===== src/rtl/tone_decoder.sv =====
// ============================================================================
// tone_decoder : measures and locks onto the half-period of a square wave.
// Optional glitch rejection of edges closer than MIN_HALF: TONE_DEC_GLITCH_EN.
// Revision: 1.0
// ============================================================================
`default_nettype none

module tone_decoder #(
  parameter int CNT_W       = 22,
  parameter int TIMEOUT_CYC = 4000000,
  parameter int LOCK_N      = 3,
  parameter int TOL         = 1,
  parameter int MIN_HALF    = 4
) (
  input  logic             clk_i,
  input  logic             rst_i,
  input  logic             tone_i,
  output logic             active_o,
  output logic [CNT_W-1:0] half_per_o,
  output logic             upd_o
);

  typedef enum logic [1:0] {
    IDLE  = 2'd0,
    ARM   = 2'd1,
    TRACK = 2'd2,
    LOCK  = 2'd3
  } state_t;

  if ((LOCK_N < 1) || (LOCK_N > 15) || (MIN_HALF < 0) || (TOL < 0) ||
      (TIMEOUT_CYC < 1) || (longint'(TIMEOUT_CYC) >= (longint'(1) << CNT_W))) begin : g_param_check
    $error("tone_decoder: parameter out of range");
  end

  state_t             state_q, state_d;
  logic               sync1_q, sync1_d;
  logic               sync2_q, sync2_d;
  logic               sync3_q, sync3_d;
  logic [CNT_W-1:0]   cnt_q, cnt_d;
  logic [CNT_W-1:0]   prev_q, prev_d;
  logic [3:0]         match_q, match_d;
  logic               active_q, active_d;
  logic [CNT_W-1:0]   half_per_q, half_per_d;
  logic               upd_q, upd_d;

  logic               tone_edge;
  logic               edge_ok;
  logic               timeout;
  logic [CNT_W:0]     diff;
  logic               is_match;
  logic [3:0]         match_inc;
  logic               lock_hit;

  assign tone_edge = sync2_q ^ sync3_q;

`ifdef TONE_DEC_GLITCH_EN
  // IDLE has no running count, so the first edge is always taken.
  assign edge_ok = tone_edge && ((state_q == IDLE) || (cnt_q >= CNT_W'(MIN_HALF)));
`else
  assign edge_ok = tone_edge;
`endif

  assign timeout   = (state_q != IDLE) && (cnt_q == CNT_W'(TIMEOUT_CYC));
  assign match_inc = match_q + 4'd1;
  assign lock_hit  = (match_inc == 4'(LOCK_N));
  assign is_match  = (diff <= (CNT_W+1)'(TOL));

  always_comb begin
    diff = '0;
    if (cnt_q >= prev_q) begin
      diff = {1'b0, cnt_q} - {1'b0, prev_q};
    end else begin
      diff = {1'b0, prev_q} - {1'b0, cnt_q};
    end
  end

  always_comb begin
    state_d    = state_q;
    sync1_d    = tone_i;
    sync2_d    = sync1_q;
    sync3_d    = sync2_q;
    cnt_d      = cnt_q;
    prev_d     = prev_q;
    match_d    = match_q;
    active_d   = active_q;
    half_per_d = half_per_q;
    upd_d      = 1'b0;

    if (state_q == IDLE) begin
      cnt_d = '0;
      if (edge_ok) begin
        state_d = ARM;
        cnt_d   = CNT_W'(1);
      end
    end else begin
      cnt_d = (cnt_q == {CNT_W{1'b1}}) ? cnt_q : cnt_q + CNT_W'(1);
      if (timeout) begin
        state_d    = IDLE;
        cnt_d      = '0;
        active_d   = 1'b0;
        half_per_d = '0;
        match_d    = '0;
      end else if (edge_ok) begin
        // cnt_q is the measurement: cycle distance since the last accepted edge.
        cnt_d  = CNT_W'(1);
        prev_d = cnt_q;
        case (state_q)
          ARM: begin
            match_d = '0;
            state_d = TRACK;
          end
          TRACK: begin
            if (is_match) begin
              match_d = match_inc;
              if (lock_hit) begin
                state_d    = LOCK;
                half_per_d = cnt_q;
                active_d   = 1'b1;
                upd_d      = 1'b1;
              end
            end else begin
              match_d = '0;
            end
          end
          LOCK: begin
            if (is_match) begin
              half_per_d = cnt_q;
              upd_d      = 1'b1;
            end else begin
              state_d    = TRACK;
              active_d   = 1'b0;
              half_per_d = '0;
              match_d    = '0;
            end
          end
          default: begin
            state_d = IDLE;
          end
        endcase
      end
    end
  end

  always_ff @(posedge clk_i) begin
    if (rst_i) begin
      state_q    <= IDLE;
      sync1_q    <= 1'b0;
      sync2_q    <= 1'b0;
      sync3_q    <= 1'b0;
      cnt_q      <= '0;
      prev_q     <= '0;
      match_q    <= '0;
      active_q   <= 1'b0;
      half_per_q <= '0;
      upd_q      <= 1'b0;
    end else begin
      state_q    <= state_d;
      sync1_q    <= sync1_d;
      sync2_q    <= sync2_d;
      sync3_q    <= sync3_d;
      cnt_q      <= cnt_d;
      prev_q     <= prev_d;
      match_q    <= match_d;
      active_q   <= active_d;
      half_per_q <= half_per_d;
      upd_q      <= upd_d;
    end
  end

  assign active_o   = active_q;
  assign half_per_o = half_per_q;
  assign upd_o      = upd_q;

endmodule

`default_nettype wire

===== config.mk =====
export PLATFORM = sky130hd
export DESIGN_NAME = tone_decoder
export DESIGN_NICKNAME = d
export VERILOG_FILES = /design/src/rtl/tone_decoder.sv
export SDC_FILE = /design/constraint.sdc
export NUM_CORES = 1
export LEC_CHECK = 0
export CAP_MARGIN = 10
export CORE_MARGIN = 2
export CORE_UTILIZATION = 62
export CTS_CLUSTER_SIZE = 25
export DETAILED_ROUTE_END_ITERATION = 8
export HOLD_SLACK_MARGIN = 0.08
export PLACE_DENSITY = 0.81
export SYNTH_ARGS = -nofsm -noshare
export SYNTH_HDL_FRONTEND = slang
export SYNTH_SLANG_ARGS = --single-unit

===== constraint.sdc =====
create_clock -name clk_i -period 5.33 [get_ports clk_i]
set_input_delay 1.3325 -clock clk_i [delete_from_list [all_inputs] [get_ports clk_i]]
set_output_delay 1.3325 -clock clk_i [all_outputs]
set_load 0.03 [all_outputs]

Word-level counts from Yosys, hierarchy flattened
Index checks and enable logic that the tools add are counted.
{"block": "totals", "register_bits": 77, "in_bits": 3, "elab_cells": 81, "out_inout_bits": 24}
{"block": "op_classes", "bitwise": 4, "mux": 35, "reduce_logical": 12, "n_addsub": 4, "n_eq_ne": 14, "n_lt_le_gt_ge": 2}
{"cell": "2-to-1 mux 22 bit", "count": 9}
{"cell": "subtractor 22 x 22 -> 23 bit", "count": 2}
{"cell": "== test 22 bit, second input constant", "count": 2}
{"cell": "case mux 22 bit (2 select lines)", "count": 1}
{"cell": "less-or-equal comparator 23 x 1 -> 1 bit, second input constant", "count": 1}
{"cell": "2-to-1 mux 23 bit", "count": 1}
{"cell": "adder 22 x 1 -> 22 bit, second input constant", "count": 1}
{"cell": "greater-or-equal comparator 22 bit", "count": 1}
{"cell": "2-to-1 mux 4 bit", "count": 4}
{"cell": "!= test 4 bit, second input constant", "count": 4}
{"cell": "2-to-1 mux 2 bit", "count": 7}
{"cell": "case mux 4 bit (3 select lines)", "count": 1}
{"cell": "AND reduction 5 bit", "count": 2}
{"cell": "2-to-1 mux 1 bit", "count": 9}
{"cell": "!= test 3 bit, second input constant", "count": 3}
{"cell": "case mux 2 bit (3 select lines)", "count": 1}
{"cell": "AND reduction 6 bit", "count": 1}
{"cell": "adder 4 x 1 -> 4 bit, second input constant", "count": 1}
{"cell": "== test 2 bit, second input constant", "count": 2}
{"cell": "== test 4 x 2 -> 1 bit, second input constant", "count": 1}
{"cell": "case mux 1 bit (2 select lines)", "count": 2}
{"cell": "AND reduction 4 bit", "count": 1}
{"cell": "nonzero test 2 bit", "count": 2}
{"cell": "nonzero test 4 bit", "count": 1}
{"cell": "other kinds (9)", "count": 11}

Logic depth before layout (Yosys ltp)
{"block": "depth", "ltp_word": 8, "depth_mapped": 18, "mapped_depth_nobuf": 16}

Least setup slack after synthesis
OpenSTA, ideal clock, no wires.
{"block": "synth_path", "path_kind": "register to register", "start": "register cnt_q[0]", "end": "register half_per_q[10] (netlist: half_per_o[10])", "stages_incl_launch_ff": 17, "required_time_ns": 5.244, "n_path_buf": 1, "setup_slack_ns": 1.191, "arrival_time_ns": 4.054, "period_less_slack_ns": 4.139, "setup_time_ns": 0.086, "path_cell_list": "dfxtp_1 -> inv_1 -> ha_1 -> inv_1 -> fa_1 -> a21o_1 -> a221o_1 -> a221oi_2 -> mux2i_1 -> o2111ai_1 -> o32a_1 -> or4_1 -> or4_1 -> o41ai_2 -> o31ai_1 -> buf_4 -> o31ai_2"}
{"block": "synth_via", "elab_chain_len": 7, "word_cells_on_any_way": 16, "cone_classes": "add/sub: 2; order compare: 2; eq/ne: 3; mux: 5; reduce/logical: 4"}
{"item": "start: declaration", "line_no": "39", "source": "logic [CNT_W-1:0] cnt_q, cnt_d;"}
{"item": "start signal: assignment", "line_no": "161", "source": "cnt_q <= cnt_d;"}
{"item": "subtractor 22 x 22 -> 23 bit (tied with other cells)", "line_no": "73", "source": "diff = {1'b0, prev_q} - {1'b0, cnt_q};"}
{"item": "2-to-1 mux 23 bit", "line_no": "70", "source": "if (cnt_q >= prev_q) begin"}
{"item": "less-or-equal comparator 23 x 1 -> 1 bit", "line_no": "66", "source": "assign is_match = (diff <= (CNT_W+1)'(TOL));"}
{"item": "2-to-1 mux 22 bit", "line_no": "126", "source": "if (is_match) begin"}
{"item": "case mux 22 bit (2 select lines)", "line_no": "107", "source": "case (state_q)"}
{"item": "2-to-1 mux 22 bit", "line_no": "103", "source": "end else if (edge_ok) begin"}
{"item": "2-to-1 mux 22 bit", "line_no": "97", "source": "if (timeout) begin"}
{"item": "end signal: assignment", "line_no": "165", "source": "half_per_q <= half_per_d;"}
{"item": "end: declaration", "line_no": "43", "source": "logic [CNT_W-1:0] half_per_q, half_per_d;"}
Parallel ways exist; a longest one is shown, timed or not. The select of a mux whose other input is x is not followed.
A chain may end at the register's enable or synchronous reset.

Worst setup path in the final report
{"block": "layout_path", "start": "register cnt_q[18]", "end": "register half_per_q[7] (netlist: half_per_o[7])"}
The elaborated chain is that of the path after synthesis.

==> results.md <==
- FFs w/ async S/R, synth: 0%
- Area Overhead vs Synth: 7.882%
- Post-layout minimum cycle time: just over 5 ns
- Clock slew at the register clock pins of the worst setup and hold paths: approximately 0.090 ns
- 1st-iter DRT viols: about 630
- Largest net degree at the start of global routing: 35
- Total vias in the final route: 6291
- Place WS: approximately 0.48 ns
- Min-delay src: sync1_q$_SDFF_PP0_
- I/O Pins: 27
- Metal2 WL: 8.568 mm
- Critical path type: flip-flop to flip-flop
- Die H: 103.5 µm
- DR pass1 iterations: 5
- Core ar.: roughly 9700 µm²
- Die extent in x: 103.5 µm
- Fin util: between 60% and 70%
- Rows: 36
- Cell Pwr Density: around 170 nW/µm²
- Ant. Diodes: 0
- TritonCTS clock tree: built
- Hpwl dp: approximately 15 mm
- Initial antenna violation count: 0
- Leakage Power: 0.002548 µW
- Synth Net Count: around 860
- CP Capture Type: flip-flop
- Commonest non-fill, non-tap cell in the layout: nand2_1
- Post-Route Setup TNS: 0 ns
- Final cell count without fillers: 948
- Sink Count: 77
- Drt drc: 0
- Antenna-violating nets left: 0
- Setup crit start: cnt_q[18]$_SDFFE_PP0P_
- Gate Count Post-Synth: 802
- Clk_skew: 0.01314 ns
- Cell area after layout: ~6600 µm²
- Final GP Congestion: approximately 1.1
- Total detailed-routing wirelength: between 15 and 20 mm
- Hold Buf Count CTS: 0
- Clock latency on the worst-skew pair: roughly 0.37 ns
- All-Layer GR Usage: a little over a third
- NumNets Final: about 860
- WP data arrival: roughly 5.4 ns
- Sequential element share of the synthesized area: between 20 and 30%
- Worst hold path class: flip-flop to flip-flop
- Slew margin rel.: 27.74%
- Number of global-route vias before repair: around 5900
- # port buffers: 26
- Max clock buf depth: 2
- Post-CTS Setup Bufs: 0
- Met3 routed WL: between 1.5 and 2 mm
- Syn Area/Cell: roughly 7.7 µm²
- Worst R2R Start: cnt_q[18]$_SDFFE_PP0P_
- Maxcap violations: 0
- Clk root buf: clkbuf_8
- Worst EP required: ~5.6 ns
- DR top layer: met4
- Unique masters post-synth: 77
- Yosys Warn Count: 0
- Synth Register Bits: just under 80
- Crit share post-route: between 90% and 100%
- H-tree Lvls: 3
- Most frequent cells in the layout: nand2_1 (109), a21oi_1 (86), dfxtp_1 (77), inv_1 (56), ha_1 (48)
- CTS buffer count: 9
- Initial core utilization: about 63%
- Post-synth EDFFs: 0
- Status: complete, no violations
- Avg Vias per Cell: ~6.6
- Die area: roughly 11000 µm²
- First-pass GRT wire length: ~30 mm
- Final setup viols: 0
- PostCTS Resize Cnt: 0
- M1 wire length: slightly below 8 mm
- Crit path max fanout: 21
- Top FF cell, synth: dfxtp_1
- Placed inst area: 6432 µm²
- Pins Over Slew Limit: 0
- Worst setup margin: 0.2144 ns
- Unrepaired setup endpoints after global routing: no
- Critical Path Source Type: flip-flop
- Final number of hold-violating endpoints: 0
- Fraction of layout cells with a size suffix above 1: 8.834%
- Worst vdd ir: approximately 260 µV
- Post-Synthesis Cell Area: 6143 µm²
- Actual slew at the worst max-slew pin: ~1.1 ns
- Grt ovf: 0
- Detailed-route wire length per cell: 20.06 µm
- Fmax: 0.1955 GHz
- Post-placement cell count: approximately 930
## metal layers
layer	global-route usage, %	vias up
li1	-	2890
met1	47.35	2955
met2	54.78	376
met3	9.125	70
met4	15.15	0
met5	0	-
## cell usage after synthesis, types with 8 or more instances
master	count	area, µm²
o21ai_1	11	55.05
clkbuf_1	19	71.32
o31ai_1	8	60.06
and3_1	8	50.05
nor4_1	9	56.30
inv_1	56	210.2
a21oi_1	86	430.4
xor2_1	8	70.07
buf_4	11	82.58
o21ai_0	30	150.1
a211oi_1	14	105.1
o31ai_2	12	150.1
or3_1	10	62.56
mux2i_1	13	130.1
nor2b_1	10	62.56
a21o_1	17	127.6
nand4_1	22	137.6
nand3_1	23	115.1
nand2_1	109	409.1
nor2_1	44	165.2
dfxtp_1	77	1541
nor3_1	24	120.1
ha_1	48	600.6
xnor2_1	23	201.4
## worst max-delay path: stages, from the launching register on
cell and delay [ns]:
dfxtp_1 0.49, inv_1 0.21, ha_1 0.61, nand2_1 0.14
o21ai_0 0.48, a22oi_1 0.20, and4_1 0.33, nor4b_1 0.41
nor4_1 0.10, or4_1 0.48, or4_1 0.53, o41ai_2 0.44
o31ai_4 0.13, buf_4 0.25, o31ai_2 0.22
## worst paths after layout
kind                            cells after the start                    endpoint  slack (ns)
worst min-delay path                                1          sync2_q$_SDFF_PP0_        0.45
worst max-delay path                               14  half_per_o[7]$_SDFFE_PP0P_        0.21
worst min register to register                      1          sync2_q$_SDFF_PP0_        0.45
worst max register to register                     14  half_per_o[7]$_SDFFE_PP0P_        0.21
## power breakdown
| group | leakage, µW | internal, µW | switching (µW) | total [µW] |
|---|---|---|---|---|
| combinational | 0.00183 | 19.4 | 41.3 | 60.7 |
| clock | 0.0000923 | 218 | 244 | 462 |
| sequential | 0.000621 | 576 | 2.21 | 579 |
| total | 0.00255 | 814 | 287 | 1100 |
## layout make-up
class | instances | area (µm²)
multi-input combinational | 625 | 4139
inverter | 56 | 210.2
clock buffer | 9 | 123.9
timing repair buffer | 42 | 375.4
fill | 837 | 3057
clock inverter | 6 | 71.32
tap | 133 | 166.4
sequential | 77 | 1541
## cell families after synthesis
logic type / after synthesis / synth area share [%]
AOI/OAI and AO/OA: 235 / 25.48
xor gates and xnor gates: 31 / 4.420
adders and majority gates: 50 / 10.43
buffers and inverters: 100 / 7.760
DFF: 77 / 25.09
muxes: 14 / 2.362
and+or+nand+nor: 295 / 24.46
## flip-flops by register name (all words and copies together), names as in the netlist
register    count
cnt_q          22
half_per_o     22
prev_q         22
match_q         4
state_q         2
active_o        1
sync1_q         1
sync2_q         1
sync3_q         1
upd_o           1
## stage by stage
step,hold WS [ns],total power (µW)
floorplan,0.4138,634.4
global placement,0.4338,649.0
detailed placement,0.4390,650.6
CTS,0.4527,1098
global route,0.4601,1133
finish,0.4501,1101
Note: power is estimated with default switching activity, not from simulation.
